===== config.mk =====
export PLATFORM = sky130hd
export DESIGN_NAME = ram8_n2t
export DESIGN_NICKNAME = d
export VERILOG_FILES = /design/src/rtl/n2t_pkg.sv /design/src/rtl/bit_n2t.sv /design/src/rtl/register_n2t.sv /design/src/rtl/ram8_n2t.sv
export SDC_FILE = /design/constraint.sdc
export NUM_CORES = 1
export LEC_CHECK = 0
export CAP_MARGIN = 25
export CORE_MARGIN = 8
export CORE_UTILIZATION = 63
export CTS_CLUSTER_DIAMETER = 100
export DETAILED_ROUTE_END_ITERATION = 8
export PLACE_DENSITY = 0.84
export SETUP_SLACK_MARGIN = 0.5
export SYNTH_ARGS = -nofsm -noshare
export SYNTH_HDL_FRONTEND = slang
export SYNTH_SLANG_ARGS = --single-unit

===== constraint.sdc =====
create_clock -name clk -period 6.4 [get_ports clk]
set_input_delay 1.6 -clock clk [delete_from_list [all_inputs] [get_ports clk]]
set_output_delay 1.6 -clock clk [all_outputs]
set_load 0.05 [all_outputs]

===== src/rtl/n2t_pkg.sv =====
// Shared widths and word type for the n2t sequential chain (ram8, ram64, pc).
package n2t_pkg;

  localparam int unsigned WORD_W      = 16;
  localparam int unsigned RAM8_ADDR_W = 3;

  typedef logic [WORD_W-1:0] word_t;

endpackage


===== src/rtl/bit_n2t.sv =====
// Single-bit load/store cell: synchronous clear, otherwise captures in when load is high.
module bit_n2t (
  input  logic clk,
  input  logic reset,
  input  logic in,
  input  logic load,
  output logic out
);

  always_ff @(posedge clk) begin
    if (reset) begin
      out <= 1'b0;
    end else if (load) begin
      out <= in;
    end
  end

endmodule


===== src/rtl/register_n2t.sv =====
// WIDTH-bit word register assembled from bit_n2t cells sharing one load and reset.
module register_n2t
  import n2t_pkg::*;
#(
  parameter int unsigned WIDTH = WORD_W
) (
  input  logic             clk,
  input  logic             reset,
  input  logic [WIDTH-1:0] in,
  input  logic             load,
  output logic [WIDTH-1:0] out
);

  for (genvar b = 0; b < WIDTH; b++) begin : g_bit
    bit_n2t u_bit (
      .clk  (clk),
      .reset(reset),
      .in   (in[b]),
      .load (load),
      .out  (out[b])
    );
  end

endmodule


===== src/rtl/ram8_n2t.sv =====
// Eight-word memory: registered writes through a one-hot load demux, combinational read mux.
module ram8_n2t
  import n2t_pkg::*;
#(
  parameter int unsigned WIDTH  = WORD_W,
  parameter int unsigned ADDR_W = RAM8_ADDR_W,
  parameter int unsigned DEPTH  = 2 ** ADDR_W
) (
  input  logic              clk,
  input  logic              reset,
  input  logic [WIDTH-1:0]  in,
  input  logic              load,
  input  logic [ADDR_W-1:0] address,
  output logic [WIDTH-1:0]  out
);

  logic [DEPTH-1:0] word_load;
  logic [WIDTH-1:0] word_q [DEPTH];

  // At most one word sees load; none when load is low.
  always_comb begin
    word_load = '0;
    if (load) begin
      word_load[address] = 1'b1;
    end
  end

  for (genvar i = 0; i < DEPTH; i++) begin : g_word
    register_n2t #(
      .WIDTH(WIDTH)
    ) u_word (
      .clk  (clk),
      .reset(reset),
      .in   (in),
      .load (word_load[i]),
      .out  (word_q[i])
    );
  end

  // No bypass from in: a same-cycle write shows up only after the edge.
  always_comb begin
    out = word_q[address];
  end

endmodule


Word level (Yosys, flattened, before mapping). Cells that the tools add are included. Widths: inputs -> output; s select.

Bitwise logic cells: 1. Magnitude comparators: 3. Reductions and logical operators: 1. Mux-type cells: 6.

Operators with widths (count): $bmux 16 s3 (1); $mux 16 (2); $mux 8 (1); $ge 4x4->1 const B (1); $lt 3x4->1 const B (1); $not 3->4 (1); $demux 1 s3 (1); $ge 3x1->1 const B (1); $logic_and 1x1->1 (1); $mux 1 (1).

Input port bits: 22. Output and inout port bits: 16. Flip-flop bits (word level): 128. Word-level logic and storage cells: 139.

Longest topological paths before layout. Gate-level depths: netlist (run 1).

Word-level depth: 5. Gate-level depth with buffers: 7. Depth with buffers taken out: 3.

Hierarchy. Synthesis (run 1) repeated with hierarchy kept, for this count alone.

Cells, all modules: 455. Area total of the unflattened synthesis: 5397.7 um2.

Modules (own cells, without submodules): bit_n2t (times used 128, cells each 3, area each 33.8 um2, seq. area each 20.0 um2); ram8_n2t (times used 1, cells each 71, area each 1073.5 um2, seq. area each 0.0 um2).

Least setup slack after synthesis (run 1). Ideal clock, no wire load.

Path type: input to output. Start point: in address[0]. End point: out out[12]. Path buffers: 4. Setup slack: 1.934 ns. Cell stages on the path: 6. Required time: 4.800 ns. Data arrival time: 2.866 ns. Cell sequence: buf_6 -> buf_12 -> buf_12 -> buf_2 -> mux4_2 -> mux2_2.

Cells in the longest elaborated chain, start to end: 4.

Ends and longest elaborated chain: start, declared (line ram8_n2t.sv:13) `input logic [ADDR_W-1:0] address,`; $not 3->4 (not written as such) (line ram8_n2t.sv:42) `out = word_q[address];`; $bmux 16 s3 (line ram8_n2t.sv:42); $mux 16 (not written as such) (2 in a row) (line ram8_n2t.sv:42); end, declared (line ram8_n2t.sv:14) `output logic [WIDTH-1:0] out`.

Every way passes these cells. The select of a mux whose other input is x is not followed.

Final worst setup path (run 1).
Start point: in address[2]. End point: out out[10].

Same word-level chain as after synthesis.

==> results of run 1 <==
[path summary, 6_finish.rpt]
| kind | from | depth (start not counted) | endpoint | slack (ns) |
|---|---|---|---|---|
| worst max-delay path | address[2] | 5 | out[10] | 0.76 |
| worst min-delay path | g_word[7].u_word.g_bit[13].u_bit.out | 2 | g_word[7].u_word.g_bit[13].u_bit.out | 0.45 |
| worst max register to register | g_word[2].u_word.g_bit[13].u_bit.out | 2 | g_word[2].u_word.g_bit[13].u_bit.out | 5.59 |
| worst min register to register | g_word[7].u_word.g_bit[13].u_bit.out | 2 | g_word[7].u_word.g_bit[13].u_bit.out | 0.45 |
[per-stage QoR]
step / cells / util, % / setup WS (ns) / total power [mW]
after floorplan: 647 / - / 1.93 / 0.943
after global placement: 725 / 66.8 / 0.840 / 0.969
after detailed placement: 725 / 66.8 / 0.799 / 0.975
after CTS: 757 / 73.6 / 0.773 / 1.93
after global routing: 761 / 74.1 / 0.678 / 1.98
final: 761 / 74.1 / 0.763 / 1.93
[power by group through the flow]
stage / registers (mW) / clock network (mW) / logic [mW]
5_1_grt: 0.824 / 1.01 / 0.150
3_3_place_gp: 0.838 / 0 / 0.130
4_1_cts: 0.822 / 0.968 / 0.137
3_5_place_dp: 0.839 / 0 / 0.136
2_1_floorplan: 0.836 / 0 / 0.107
6_report: 0.823 / 0.966 / 0.141
[layout by cell type (no fill, tap or decap), types with 2 or more instances in the layout]
| master | count |
|---|---|
| mux2_4 | 2 |
| a21oi_1 | 128 |
| mux2_2 | 14 |
| buf_6 | 4 |
| mux4_2 | 19 |
| nand4b_1 | 3 |
| clkdlybuf4s50_1 | 34 |
| and4b_1 | 3 |
| clkbuf_16 | 16 |
| nor4bb_4 | 2 |
| buf_2 | 2 |
| clkinv_4 | 3 |
| bufinv_16 | 3 |
| nand2_1 | 256 |
| mux4_1 | 13 |
| clkinv_2 | 3 |
| buf_4 | 4 |
| clkinvlp_4 | 3 |
| nand4bb_1 | 3 |
| clkbuf_8 | 2 |
| dfxtp_1 | 128 |
[per-layer routing]
metal  track usage, %  vias up  share of wire [%]
li1                 -     2169                  -
met1             28.9     2382                 39
met2             41.1      252                 51
met3             7.58       46                8.5
met4             10.3        0                2.2
met5                0        -                  0
[logic make-up (layout without fill, tap and decap cells)]
| logic type | Yosys count | in the layout | synth area share (%) |
|---|---|---|---|
| AO/OA/AOI/OAI | 128 | 128 | 11.2 |
| buffers and inverters | 71 | 77 | 7.48 |
| flip-flops | 128 | 128 | 44.8 |
| multiplexers | 48 | 48 | 16.7 |
| AND/OR/NAND/NOR | 272 | 272 | 19.8 |
[worst register-to-register path, cell delays in order, from the launching register on]
cell     delay (ns)
dfxtp_1        0.37
nand2_1        0.08
a21oi_1        0.26
[layout make-up]
| class | instances | area, sq um | area share [%] |
|---|---|---|---|
| multi-input combinational | 448 | 2760 | 42.5 |
| sequential | 128 | 2560 | 39.4 |
| timing repair buffer | 45 | 445 | 6.86 |
| clock buffer | 19 | 432 | 6.64 |
| clock inverter | 13 | 163 | 2.50 |
| tap | 108 | 135 | 2.08 |
==> results.toml, run 1 <==
[floorplan]
die-area_sq_um = 12400
die_h_um = 111
die_x_um = 111
initial_core_util_pct = 65.3
core_sq_um = 8760
ios = 38
rows = 34

[clocking]
holdBufCountCts = 0
cts_sinks = 128
cts_htree_levels = 4
root_buffer = "clkbuf_8"
path_clk_slew_ns = 0.06
clock_latency_ns = 0.53
cts_tree = "done"
cts_buffers = 17
cts_buffer_depth = 2
cts_resized = 0
post_cts_buffers = 0

[finish]
n_fill_cell = 611
diodes = 0
largest_reg_flops = 128
area_delta_synth_final_pct = 13.6
largest-register = "g_word.u_word.g_bit.u_bit.out"
nNetsFinal = 662
biggestRegsByFlops = "g_word.u_word.g_bit.u_bit.out: 128 flops"
drive_gt1_share_pct = 12.6
fin_area_sq_um = 6500

[sta]
worstMarginPinSlew_ns = 1.03
min_period_ns = 5.64
setup_viol = 0
max_freq_mhz = 177
slew_headroom_pct = 30.8
finalCritPeriodShare_pct = 88.1
whs_ns = 0.452
rsz0062_at_grt = "no"
fin_tns_setup_ns = 0
hold_viol = 0
clock_skew_ns = 0
slew_violations = 0

[placed_design]
port_buffers = 37
placed_cell_area_sq_um = 5860
dp_hpwl_um = 8990
place.gp.congestion = 0.791

[min_path]
hold_class = "register to register"

[power]
leakagePower_nw = 2.27
power.switching_uw = 459
power_density_nw_per_um2 = 297
seqPwrFrac_pct = 42.6
switching_share_pct = 23.8
internal-power_mw = 1.47
p_comb_share_pct = 7.3
vdd.ir_drop.worst_mv = 0.193
power_frac_clock_pct = 50.1

[synthesis]
synth_area_leaders = "dfxtp_1 45%, nand2_1 17%, a21oi_1 11%"
syn-instance-count = 647
synth_common_cells = "256 x nand2_1, 128 x a21oi_1, 128 x dfxtp_1"
yosys.area.top_type = "dfxtp_1"
yosysUniqueCellTypes = 22
seq_area_frac_synth_pct = 44.8
ys.warnings.count = 0
synthFlopType = "dfxtp_1"
synth.avg_cell_area_sq_um = 8.84
synth_top_cell_area_share_pct = 44.8
syn_nets = 669
ys_ff_latch = 128
synth.most_common_cell = "nand2_1"
ys_async_sr_fraction_pct = 0
netlist_area_sq_um = 5720
synth_edf_count = 0

[detailed_routing]
drt-pass1-iter-count = 7
vias_per_cell = 6.37
routed_wl_um = 15400
ant_nets = 0
drc = 0
via_count = 4849
drtIter0Drc = 427
wl_per_cell_um = 20.2

[global_routing]
antenna_found_initial = 0
grt_usage_pct = 24.7
grt_pass1_vias = 4701
grt_pass1_wl_um = 24400
grt_overflow = 0
grt_max_degree = 81

[critical_path]
start_kind = "input port"
cp_top_family = "buffers and inverters"
required_ns = 4.80
setup.worst_path.end_class = "output port"
slowest_delay_ns = 0.71
worst-path-buf-inv = 3
arrival_ns = 4.04
path_cells = "buf_2 > buf_4 > mux4_1 > mux2_2 > clkdlybuf4s50_1"
crit_fanout = 28
crit_type = "input port to output port"
crit_slowest_cell = "clkdlybuf4s50_1"

[job]
maxCapViolCount = 0

[outcome]
status = "completed"
No activity file was read; power rests on OpenSTA's default activity.
==> inputs of run 2 (changes only) <==
--- a/config.mk
+++ b/config.mk
@@ -12,6 +12,7 @@
 export DETAILED_ROUTE_END_ITERATION = 8
 export PLACE_DENSITY = 0.84
 export SETUP_SLACK_MARGIN = 0.5
+export SLEW_MARGIN = 20
 export SYNTH_ARGS = -nofsm -noshare
 export SYNTH_HDL_FRONTEND = slang
 export SYNTH_SLANG_ARGS = --single-unit
==> results.toml, run 2 (synthesis gave the netlist of run 1 again) <==
[detailed_routing]
drtIter0Drc = 343
ant_nets = 0
via_count = 4853
vias_per_cell = 6.38
drc = 0
wl_per_cell_um = 20.3
drt-pass1-iter-count = 5
routed_wl_um = 15500

[placed_design]
pre_cts_slack_ns = 0.799
port_buffers = 37
dp_hpwl_um = 8990
placed_cells = 725
place.gp.congestion = 0.791

[sta]
setup_viol = 0
rsz0062_at_grt = "no"
finalWorstSetupSlack_ns = 0.761
min_period_ns = 5.64
fin_tns_setup_ns = 0
worstMarginPinSlew_ns = 1.06
slew_headroom_pct = 28.7
max_freq_mhz = 177
slew_violations = 0
finalCritPeriodShare_pct = 88.1
clock_skew_ns = 0
hold_viol = 0

[critical_path]
worst-path-buf-inv = 3
start_kind = "input port"
r2r_end = "g_word[2].u_word.g_bit[13].u_bit.out"
cp_top_family = "buffers and inverters"
setup.worst_path.end_class = "output port"
crit_slowest_cell = "clkdlybuf4s50_1"
r2r_start = "g_word[2].u_word.g_bit[13].u_bit.out"
worst-r2r-setup-slack_ns = 5.61
reg2reg_depth = 2
cp.depth = 5
arrival_ns = 4.04
crit_fanout = 28
path_cells = "buf_2 > buf_12 > mux4_1 > mux2_2 > clkdlybuf4s50_1"
startpoint = "address[0]"
required_ns = 4.80
crit_type = "input port to output port"
slowest_delay_ns = 0.71
critPathCapture = "out[10]"

[global_routing]
grt_pass1_vias = 4701
grt_overflow = 0
use_met2_pct = 41.1
grt_max_degree = 81
grt_pass1_wl_um = 24400
grt_usage_pct = 24.7
antenna_found_initial = 0
use_met1_pct = 28.9
grt.met3_usage_pct = 7.58
grt-busiest-layer = "met2"

[outcome]
status = "completed"

[finish]
area_delta_synth_final_pct = 13.6
drive_gt1_share_pct = 12.6
register_area_sq_um = 2560
n_fill_cell = 611
largest_reg_flops = 128
largest-register = "g_word.u_word.g_bit.u_bit.out"
multiInputGateArea_sq_um = 2760
layout_commonest_cell = "nand2_1"
final_cell_mix = "256 x nand2_1, 128 x a21oi_1, 128 x dfxtp_1"
fin_cells = 761
biggestRegsByFlops = "g_word.u_word.g_bit.u_bit.out: 128 flops"
diodes = 0
nNetsFinal = 662

[power]
p_comb_share_pct = 7.3
power_frac_clock_pct = 50.1
switching_share_pct = 23.8
power_mw = 1.93
power_density_nw_per_um2 = 297
seqPwrFrac_pct = 42.6
power.switching_uw = 460
internal-power_mw = 1.47
vdd.ir_drop.worst_mv = 0.193
leakagePower_nw = 2.27

[floorplan]
ios = 38
die_h_um = 111
die-area_sq_um = 12400
core_sq_um = 8760
initial_core_util_pct = 65.3
die_x_um = 111
rows = 34

[clocking]
post_cts_buffers = 0
cts_htree_levels = 4
cts_buffers = 17
clock_latency_ns = 0.53
holdBufCountCts = 0
cts_tree = "done"
root_buffer = "clkbuf_8"
cts_buffer_depth = 2
path_clk_slew_ns = 0.06
cts_resized = 0
cts_sinks = 128

[job]
maxCapViolCount = 0

[min_path]
hold_class = "register to register"
==> run 2: power groups by stage <==
| stage | Combinational, mW | Clock (mW) | Sequential [mW] |
|---|---|---|---|
| global placement | 0.130 | 0 | 0.838 |
| finish | 0.141 | 0.967 | 0.823 |
| global route | 0.150 | 1.01 | 0.824 |
| detailed placement | 0.136 | 0 | 0.839 |
| floorplan | 0.107 | 0 | 0.836 |
| CTS | 0.137 | 0.968 | 0.822 |
==> run 2: through the flow <==
stage / instance area (sq um) / utilization [%] / hold slack, ns
2_1_floorplan: 5720 / - / 0.432
3_3_place_gp: 5860 / 66.8 / 0.436
3_5_place_dp: 5860 / 66.8 / 0.443
4_1_cts: 6450 / 73.6 / 0.451
5_1_grt: 6500 / 74.1 / 0.467
6_report: 6500 / 74.1 / 0.452
==> run 2: worst min-delay path by stage <==
stage / start / end / slack [ns] / cells past startpoint
after floorplan: g_word[1].u_word.g_bit[10].u_bit.out / g_word[1].u_word.g_bit[10].u_bit.out / 0.43 / 2
after global placement: g_word[5].u_word.g_bit[1].u_bit.out / g_word[5].u_word.g_bit[1].u_bit.out / 0.44 / 2
after detailed placement: g_word[7].u_word.g_bit[13].u_bit.out / g_word[7].u_word.g_bit[13].u_bit.out / 0.44 / 2
after CTS: g_word[7].u_word.g_bit[4].u_bit.out / g_word[7].u_word.g_bit[4].u_bit.out / 0.45 / 2
after global routing: g_word[4].u_word.g_bit[9].u_bit.out / g_word[4].u_word.g_bit[9].u_bit.out / 0.47 / 2
final: g_word[7].u_word.g_bit[13].u_bit.out / g_word[7].u_word.g_bit[13].u_bit.out / 0.45 / 2
==> run 2: per-layer routing <==
metal,wire length (um),vias up
li1,-,2171
met1,5900,2371
met2,7780,274
met3,1450,37
met4,323,0
met5,0,-
==> run 2: layout make-up <==
type / count / area share (%)
clock inverters: 13 / 2.50
repair buffers: 45 / 6.86
well taps: 108 / 2.08
clock buffers: 19 / 6.64
flip-flops and latches: 128 / 39.4
multi-input cells: 448 / 42.5
==> run 2: tightest hold or removal path, cell delays in order (launching register included) <==
cell	delay, ns
dfxtp_1	0.31
nand2_1	0.05
a21oi_1	0.05
